--- src/rtl/icache_refill_way_dec.sv ---
// Refill-side way decoder: latches a victim way/set per request, then streams
// BEAT_NUM refill beats into the data array as registered, onehot-way writes.
module icache_refill_way_dec #(
    parameter  int WAY_NUM   = 4,
    parameter  int SET_IDX_W = 6,
    parameter  int BEAT_NUM  = 4,
    parameter  int DATA_W    = 128,
    localparam int WAY_W     = $clog2(WAY_NUM),
    localparam int BEAT_W    = $clog2(BEAT_NUM)
) (
    input  logic                 clk,
    input  logic                 rst,
    input  logic                 flush,
    input  logic                 req_vld,
    output logic                 req_rdy,
    input  logic [WAY_W:0]       req_way_bin,
    input  logic [SET_IDX_W-1:0] req_set_idx,
    input  logic                 beat_vld,
    output logic                 beat_rdy,
    input  logic [DATA_W-1:0]    beat_data,
    output logic                 wr_en,
    output logic [WAY_NUM-1:0]   wr_way_onehot,
    output logic [SET_IDX_W-1:0] wr_set_idx,
    output logic [BEAT_W-1:0]    wr_beat_idx,
    output logic [DATA_W-1:0]    wr_data,
    output logic                 done_vld,
    output logic [WAY_NUM-1:0]   done_way_onehot,
    output logic                 done_bypass
);

    typedef enum logic [1:0] {IDLE, FILL, DONE} state_t;

    state_t                 state_q, state_d;
    logic [BEAT_W-1:0]      cnt_q, cnt_d;
    logic [WAY_NUM-1:0]     way_q, way_d;
    logic [SET_IDX_W-1:0]   set_q, set_d;
    logic                   bypass_q, bypass_d;
    logic                   wr_en_q, wr_en_d;
    logic [WAY_NUM-1:0]     wr_way_q, wr_way_d;
    logic [SET_IDX_W-1:0]   wr_set_q, wr_set_d;
    logic [BEAT_W-1:0]      wr_beat_q, wr_beat_d;
    logic [DATA_W-1:0]      wr_data_q, wr_data_d;

    logic [WAY_NUM-1:0]     req_onehot;
    logic                   req_fire;
    logic                   beat_fire;

    // The MSB of req_way_bin means "no victim"; the decode then yields all zero.
    for (genvar g = 0; g < WAY_NUM; g++) begin : g_dec
        assign req_onehot[g] = !req_way_bin[WAY_W] &&
                               (req_way_bin[WAY_W-1:0] == WAY_W'(g));
    end

    always_comb begin
        req_rdy   = (state_q == IDLE) && !flush;
        beat_rdy  = (state_q == FILL) && !flush;
        req_fire  = req_vld && req_rdy;
        beat_fire = beat_vld && beat_rdy;

        state_d   = state_q;
        cnt_d     = cnt_q;
        way_d     = way_q;
        set_d     = set_q;
        bypass_d  = bypass_q;
        wr_en_d   = 1'b0;
        wr_way_d  = '0;
        wr_set_d  = wr_set_q;
        wr_beat_d = wr_beat_q;
        wr_data_d = wr_data_q;

        if (flush) begin
            state_d  = IDLE;
            cnt_d    = '0;
            bypass_d = 1'b0;
        end else begin
            unique case (state_q)
                IDLE: begin
                    if (req_fire) begin
                        way_d    = req_onehot;
                        set_d    = req_set_idx;
                        bypass_d = ~|req_onehot;
                        cnt_d    = '0;
                        state_d  = FILL;
                    end
                end
                FILL: begin
                    if (beat_fire) begin
                        wr_en_d   = !bypass_q;
                        wr_way_d  = bypass_q ? '0 : way_q;
                        wr_set_d  = set_q;
                        wr_beat_d = cnt_q;
                        wr_data_d = beat_data;
                        // Power-of-two beat count: the increment wraps to 0 on the last beat.
                        cnt_d     = cnt_q + 1'b1;
                        if (cnt_q == BEAT_W'(BEAT_NUM - 1)) state_d = DONE;
                    end
                end
                DONE:    state_d = IDLE;
                default: state_d = IDLE;
            endcase
        end
    end

    always_ff @(posedge clk or posedge rst) begin
        if (rst) begin
            state_q   <= IDLE;
            cnt_q     <= '0;
            way_q     <= '0;
            set_q     <= '0;
            bypass_q  <= 1'b0;
            wr_en_q   <= 1'b0;
            wr_way_q  <= '0;
            wr_set_q  <= '0;
            wr_beat_q <= '0;
            wr_data_q <= '0;
        end else begin
            state_q   <= state_d;
            cnt_q     <= cnt_d;
            way_q     <= way_d;
            set_q     <= set_d;
            bypass_q  <= bypass_d;
            wr_en_q   <= wr_en_d;
            wr_way_q  <= wr_way_d;
            wr_set_q  <= wr_set_d;
            wr_beat_q <= wr_beat_d;
            wr_data_q <= wr_data_d;
        end
    end

    assign wr_en         = wr_en_q;
    assign wr_way_onehot = wr_way_q;
    assign wr_set_idx    = wr_set_q;
    assign wr_beat_idx   = wr_beat_q;
    assign wr_data       = wr_data_q;

    // A flush landing on the DONE cycle suppresses the completion pulse.
    assign done_vld        = (state_q == DONE) && !flush;
    assign done_way_onehot = done_vld ? way_q : '0;
    assign done_bypass     = done_vld && bypass_q;

endmodule

--- config.mk ---
export PLATFORM = sky130hd
export DESIGN_NAME = icache_refill_way_dec
export DESIGN_NICKNAME = d
export VERILOG_FILES = /design/src/rtl/icache_refill_way_dec.sv
export SDC_FILE = /design/constraint.sdc
export NUM_CORES = 1
export LEC_CHECK = 0
export CORE_ASPECT_RATIO = 1.2
export CORE_MARGIN = 5
export CORE_UTILIZATION = 40
export CTS_CLUSTER_SIZE = 25
export DETAILED_ROUTE_END_ITERATION = 7
export PLACE_DENSITY = 0.9
export SLEW_MARGIN = 20
export SYNTH_ARGS = -nofsm -noshare
export SYNTH_HDL_FRONTEND = slang
export SYNTH_SLANG_ARGS = --single-unit
--- constraint.sdc ---
create_clock -name clk -period 6.3 [get_ports clk]
set_clock_uncertainty 0.2 [all_clocks]
set_input_delay 0.945 -clock clk [delete_from_list [all_inputs] [get_ports clk]]
set_output_delay 0.945 -clock clk [all_outputs]
set_load 0.01 [all_outputs]
# --- Word level (Yosys, flattened, before mapping) ---
# Index checks and enable logic that the tools add are counted.
totals:
  rom_bits: 0
  ram_bits: 0
  output_inout_bits: 149
  in_bits: 142
  n_memories: 0
  word_cells: 66
  regBits: 156
  latchBits: 0
op_classes:
  mul: 0
  muxes: 20
  reduce_logical: 25
  n_div: 0
  n_bitwise: 1
  order_cmp: 0
  shift: 0
  add_sub_neg: 1
  eq_ne: 9
op_table:
  columns: ["op", "n"]
  rows:
  - ["4-bit two-way mux", 5]
  - ["2-bit two-way mux", 7]
  - ["3-bit AND reduction", 4]
  - ["1-bit logical AND", 10]
  - ["2-bit equality test, second input constant", 4]
  - ["2-bit case mux with 2 select lines", 2]
  - ["1-bit two-way mux", 6]
  - ["3-bit != test, second input constant", 2]
  - ["2-bit by 1-bit equality test with 1-bit output, second input constant", 2]
  - ["1-bit zero test", 4]
  - ["2-bit zero test", 2]
  - ["2-bit nonzero test", 2]
  - ["4-bit OR reduction", 1]
  - ["3-bit by 2-bit != test with 1-bit output, second input constant", 1]
  - ["3-bit nonzero test", 1]
  - ["2-bit by 1-bit adder with 2-bit output, second input constant", 1]
  - ["2-bit AND reduction", 1]
  - ["1-bit inverter", 1]

# --- Longest topological paths before layout ---
depth:
  depth_word: 7
  depth_mapped: 5
  depth_no_buf: 4

# --- Worst setup path after synthesis ---
# No wires, ideal clock.
synth_timing:
  kind: "input-to-output"
  start: "input port flush"
  end: "output port done_bypass"
  stages: 2
  path_slack_ns: 3.470
  arrival_ns: 1.685
  cell_sequence: "nor3b_1 > and2_1"
synth_between:
  elab_chain_cells: 3
synth_lines:
  columns: ["item", "line", "source"]
  rows:
  - ["start, declared", "13", "input logic flush,"]
  - ["1-bit zero test", "137", "assign done_vld = (state_q == DONE) && !flush;"]
  - ["1-bit logical AND", "137", null]
  - ["1-bit logical AND", "139", "assign done_bypass = done_vld && bypass_q;"]
  - ["end, declared", "28", "output logic done_bypass"]
# No other way between the ends.

# --- Final worst setup path ---
# Same ends and word-level chain as after synthesis.

==> results.ini <==
[sta]
rsz0062_at_grt = no
fin_tns_setup_ns = 0
tightestPinTransition_ns = 1.10
setup_violations = 0
post-route-min-period_ns = 3.84
max_slew_margin_pct = 26.9
hold_viol = 0
period_share_pct = 61.0
fmax_ghz = 0.260
report.final.slew_viol_count = 0

[pwr]
clkPwrFrac_pct = 29.2
p_switching_w = 0.000946
power_leakage_nw = 3.98
combPwrFrac_pct = 31.3
switching_share_pct = 26.1
p_per_area_mw_per_mm2 = 380
ir_worst_vdd_mv = 0.223
pwr-share-seq_pct = 39.5
internal_power_w = 0.00269

[critical_path]
cp_slowest_cell = clkdlybuf4s50_1
path_cells = clkdlybuf4s50_1 > nor3b_1 > and2_1 > clkdlybuf4s50_1
path_max_fanout = 8
cpMostUsedCell = clkdlybuf4s50_1
required_ns = 5.15
critPathTopFamily = buffers and inverters
path_class = in -> out
crit_path_end_kind = output pin
critPathBufInv = 2
cp-start-kind = primary input
critical_path_arrival_ns = 2.70
max_stage_delay_ns = 0.55

[cts]
cts.htree.levels = 4
cts_buffers = 17
cts_resized = 0
cts_tree = yes
path_clk_slew_ns = 0.06
hold_buffers = 0
postCtsSetupBuffers = 0
clk_path_buf_depth = 2
clk_latency_ns = 0.41
cts.sinks = 156
cts_root_buffer = clkbuf_16

[routing]
drcViolationCount = 0
wire_per_inst_um = 19.3
drt_iter0_drc = 256
first_pass_iters = 4
wl_um = 16200
ant_nets = 0
via_per_inst = 4.89
vias = 4106

[synthesis]
synth_area_mm2 = 0.00587
syn_area_per_cell_um2 = 16.4
syn_inst = 359
ys_ff_latch = 156
synth_nets = 502
synth.distinct_cells = 23
ys.flop_type = dfrtp_1
yosysWarnings = 0
synth_edf_count = 0
ys_async_sr_fraction_pct = 100
ys_seq_area_share_pct = 66.5

[finish]
layout_common_cells = clkdlybuf4s50_1 (290), dfrtp_1 (156), mux2_2 (141), clkbuf_16 (17), nand2_1 (10)
area_growth_pct = 62.5
multi_input_area_mm2 = 0.00186
fillCellCount = 993
final-seq-area_mm2 = 0.00390
fin_nets = 796
diodes = 0
stdcell_count = 840
final_common_cell = clkdlybuf4s50_1
drive_above_1_share_pct = 26.3

[place]
hpwl_um = 12300
io_buffers = 290
dp.cells = 809
place.gp.congestion = 0.786

[floorplan]
initial_core_util_pct = 40.7
fp.dieH_um = 143
die_w_um = 121
coreArea_mm2 = 0.0144
dieArea_mm2 = 0.0172
fp-row-count = 48
ios = 291

[min_path]
hold_class = reg -> reg

[global_route]
grt_pass1_vias = 4688
grt_first_pass_wirelength_um = 25300
grt_overflow = 0
grt_max_degree = 109
grt_usage_pct = 19.0
antenna_found_initial = 0

[flow_run]
drv_cap = 0

[outcome]
run_status = finished, final reports clean

## kinds of logic after synthesis
group                    count (synthesis)  synth area share, %
flip-flops                             156                 66.5
multiplexers                           144                 27.6
AND/OR/NAND/NOR                         32                 3.09
buffers and inverters                   20                 1.92
AO/OA/AOI/OAI                            6                0.682
adder cells (fa/ha/maj)                  1                0.213
## worst register-to-register path, delay by kind of cell, from the launching register on
| kind | cells | cell delay [ns] |
|---|---|---|
| and+or+nand+nor | 3 | 1.62 |
| DFF | 1 | 0.44 |
| buffers and inverters | 1 | 0.40 |
## routing by layer
| layer | routed length, um | global-route usage [%] | vias up |
|---|---|---|---|
| li1 | - | - | 1851 |
| met1 | 5820 | 20.2 | 2014 |
| met3 | 1550 | 8.00 | 33 |
| met4 | 470 | 7.16 | 0 |
| met5 | 0 | 0 | - |
| met2 | 8400 | 33.6 | 208 |
## through the flow
| stage | setup slack (ns) | cell area (um^2) | util [%] | total power [W] | hold slack, ns |
|---|---|---|---|---|---|
| 2_1_floorplan | 0.948 | 5870 | - | 0.00185 | 0.245 |
| 3_3_place_gp | 2.54 | 8930 | 62.0 | 0.00255 | 0.282 |
| 5_1_grt | 2.34 | 9540 | 66.2 | 0.00380 | 0.324 |
| 6_report | 2.46 | 9540 | 66.2 | 0.00363 | 0.303 |
| 3_5_place_dp | 2.49 | 8930 | 62.0 | 0.00260 | 0.294 |
| 4_1_cts | 2.48 | 9540 | 66.2 | 0.00368 | 0.308 |
## cell type report
cell class                      instances  area share, %
Inverter                                3          0.170
Timing Repair Buffer                  292           30.7
Multi-Input combinational cell        183           19.5
Tap cell                              175           2.29
Clock buffer                           20           4.68
Sequential cell                       156           40.9
Clock inverter                         11           1.76
## path summary, 6_finish.rpt
kind,start,slack [ns],end,cells after the start
max,flush,2.46,done_bypass,4
min,wr_data[16],0.30,wr_data[16],1
max reg2reg,state_q[1],3.58,wr_way_onehot[1],4
min reg2reg,wr_data[16],0.30,wr_data[16],1
max in group asynchronous,rst,3.74,way_q[0],3
min in group asynchronous,rst,0.89,wr_data[24],2
## power by group through the flow
stage | registers, W | clock network, W | logic [W]
6_report | 0.00144 | 0.00106 | 0.00114
3_3_place_gp | 0.00143 | 0 | 0.00112
5_1_grt | 0.00147 | 0.00113 | 0.00120
2_1_floorplan | 0.00156 | 0 | 0.000288
3_5_place_dp | 0.00145 | 0 | 0.00115
4_1_cts | 0.00144 | 0.00108 | 0.00115
## cells in the mapped netlist, types with 2 or more instances
cell     count  area (um^2)
inv_1        3         11.3
mux2_2     141         1590
buf_2       15         75.1
dfrtp_1    156         3900
nor2_1       3         11.3
nor3b_1      3         22.5
nand2_1     10         37.5
o41ai_1      2         17.5
o21ai_0      3         15.0
and2_1       9         56.3
mux2i_1      2         20.0
## state kept, by name, indices dropped and copies added, names as in the netlist, 2 cells and up
name / flops
cnt_q: 2
wr_way_onehot: 4
wr_data: 128
way_q: 4
set_q: 6
state_q: 2
wr_beat_idx: 2
wr_set_idx: 6
(Power assumes the default switching activity.)
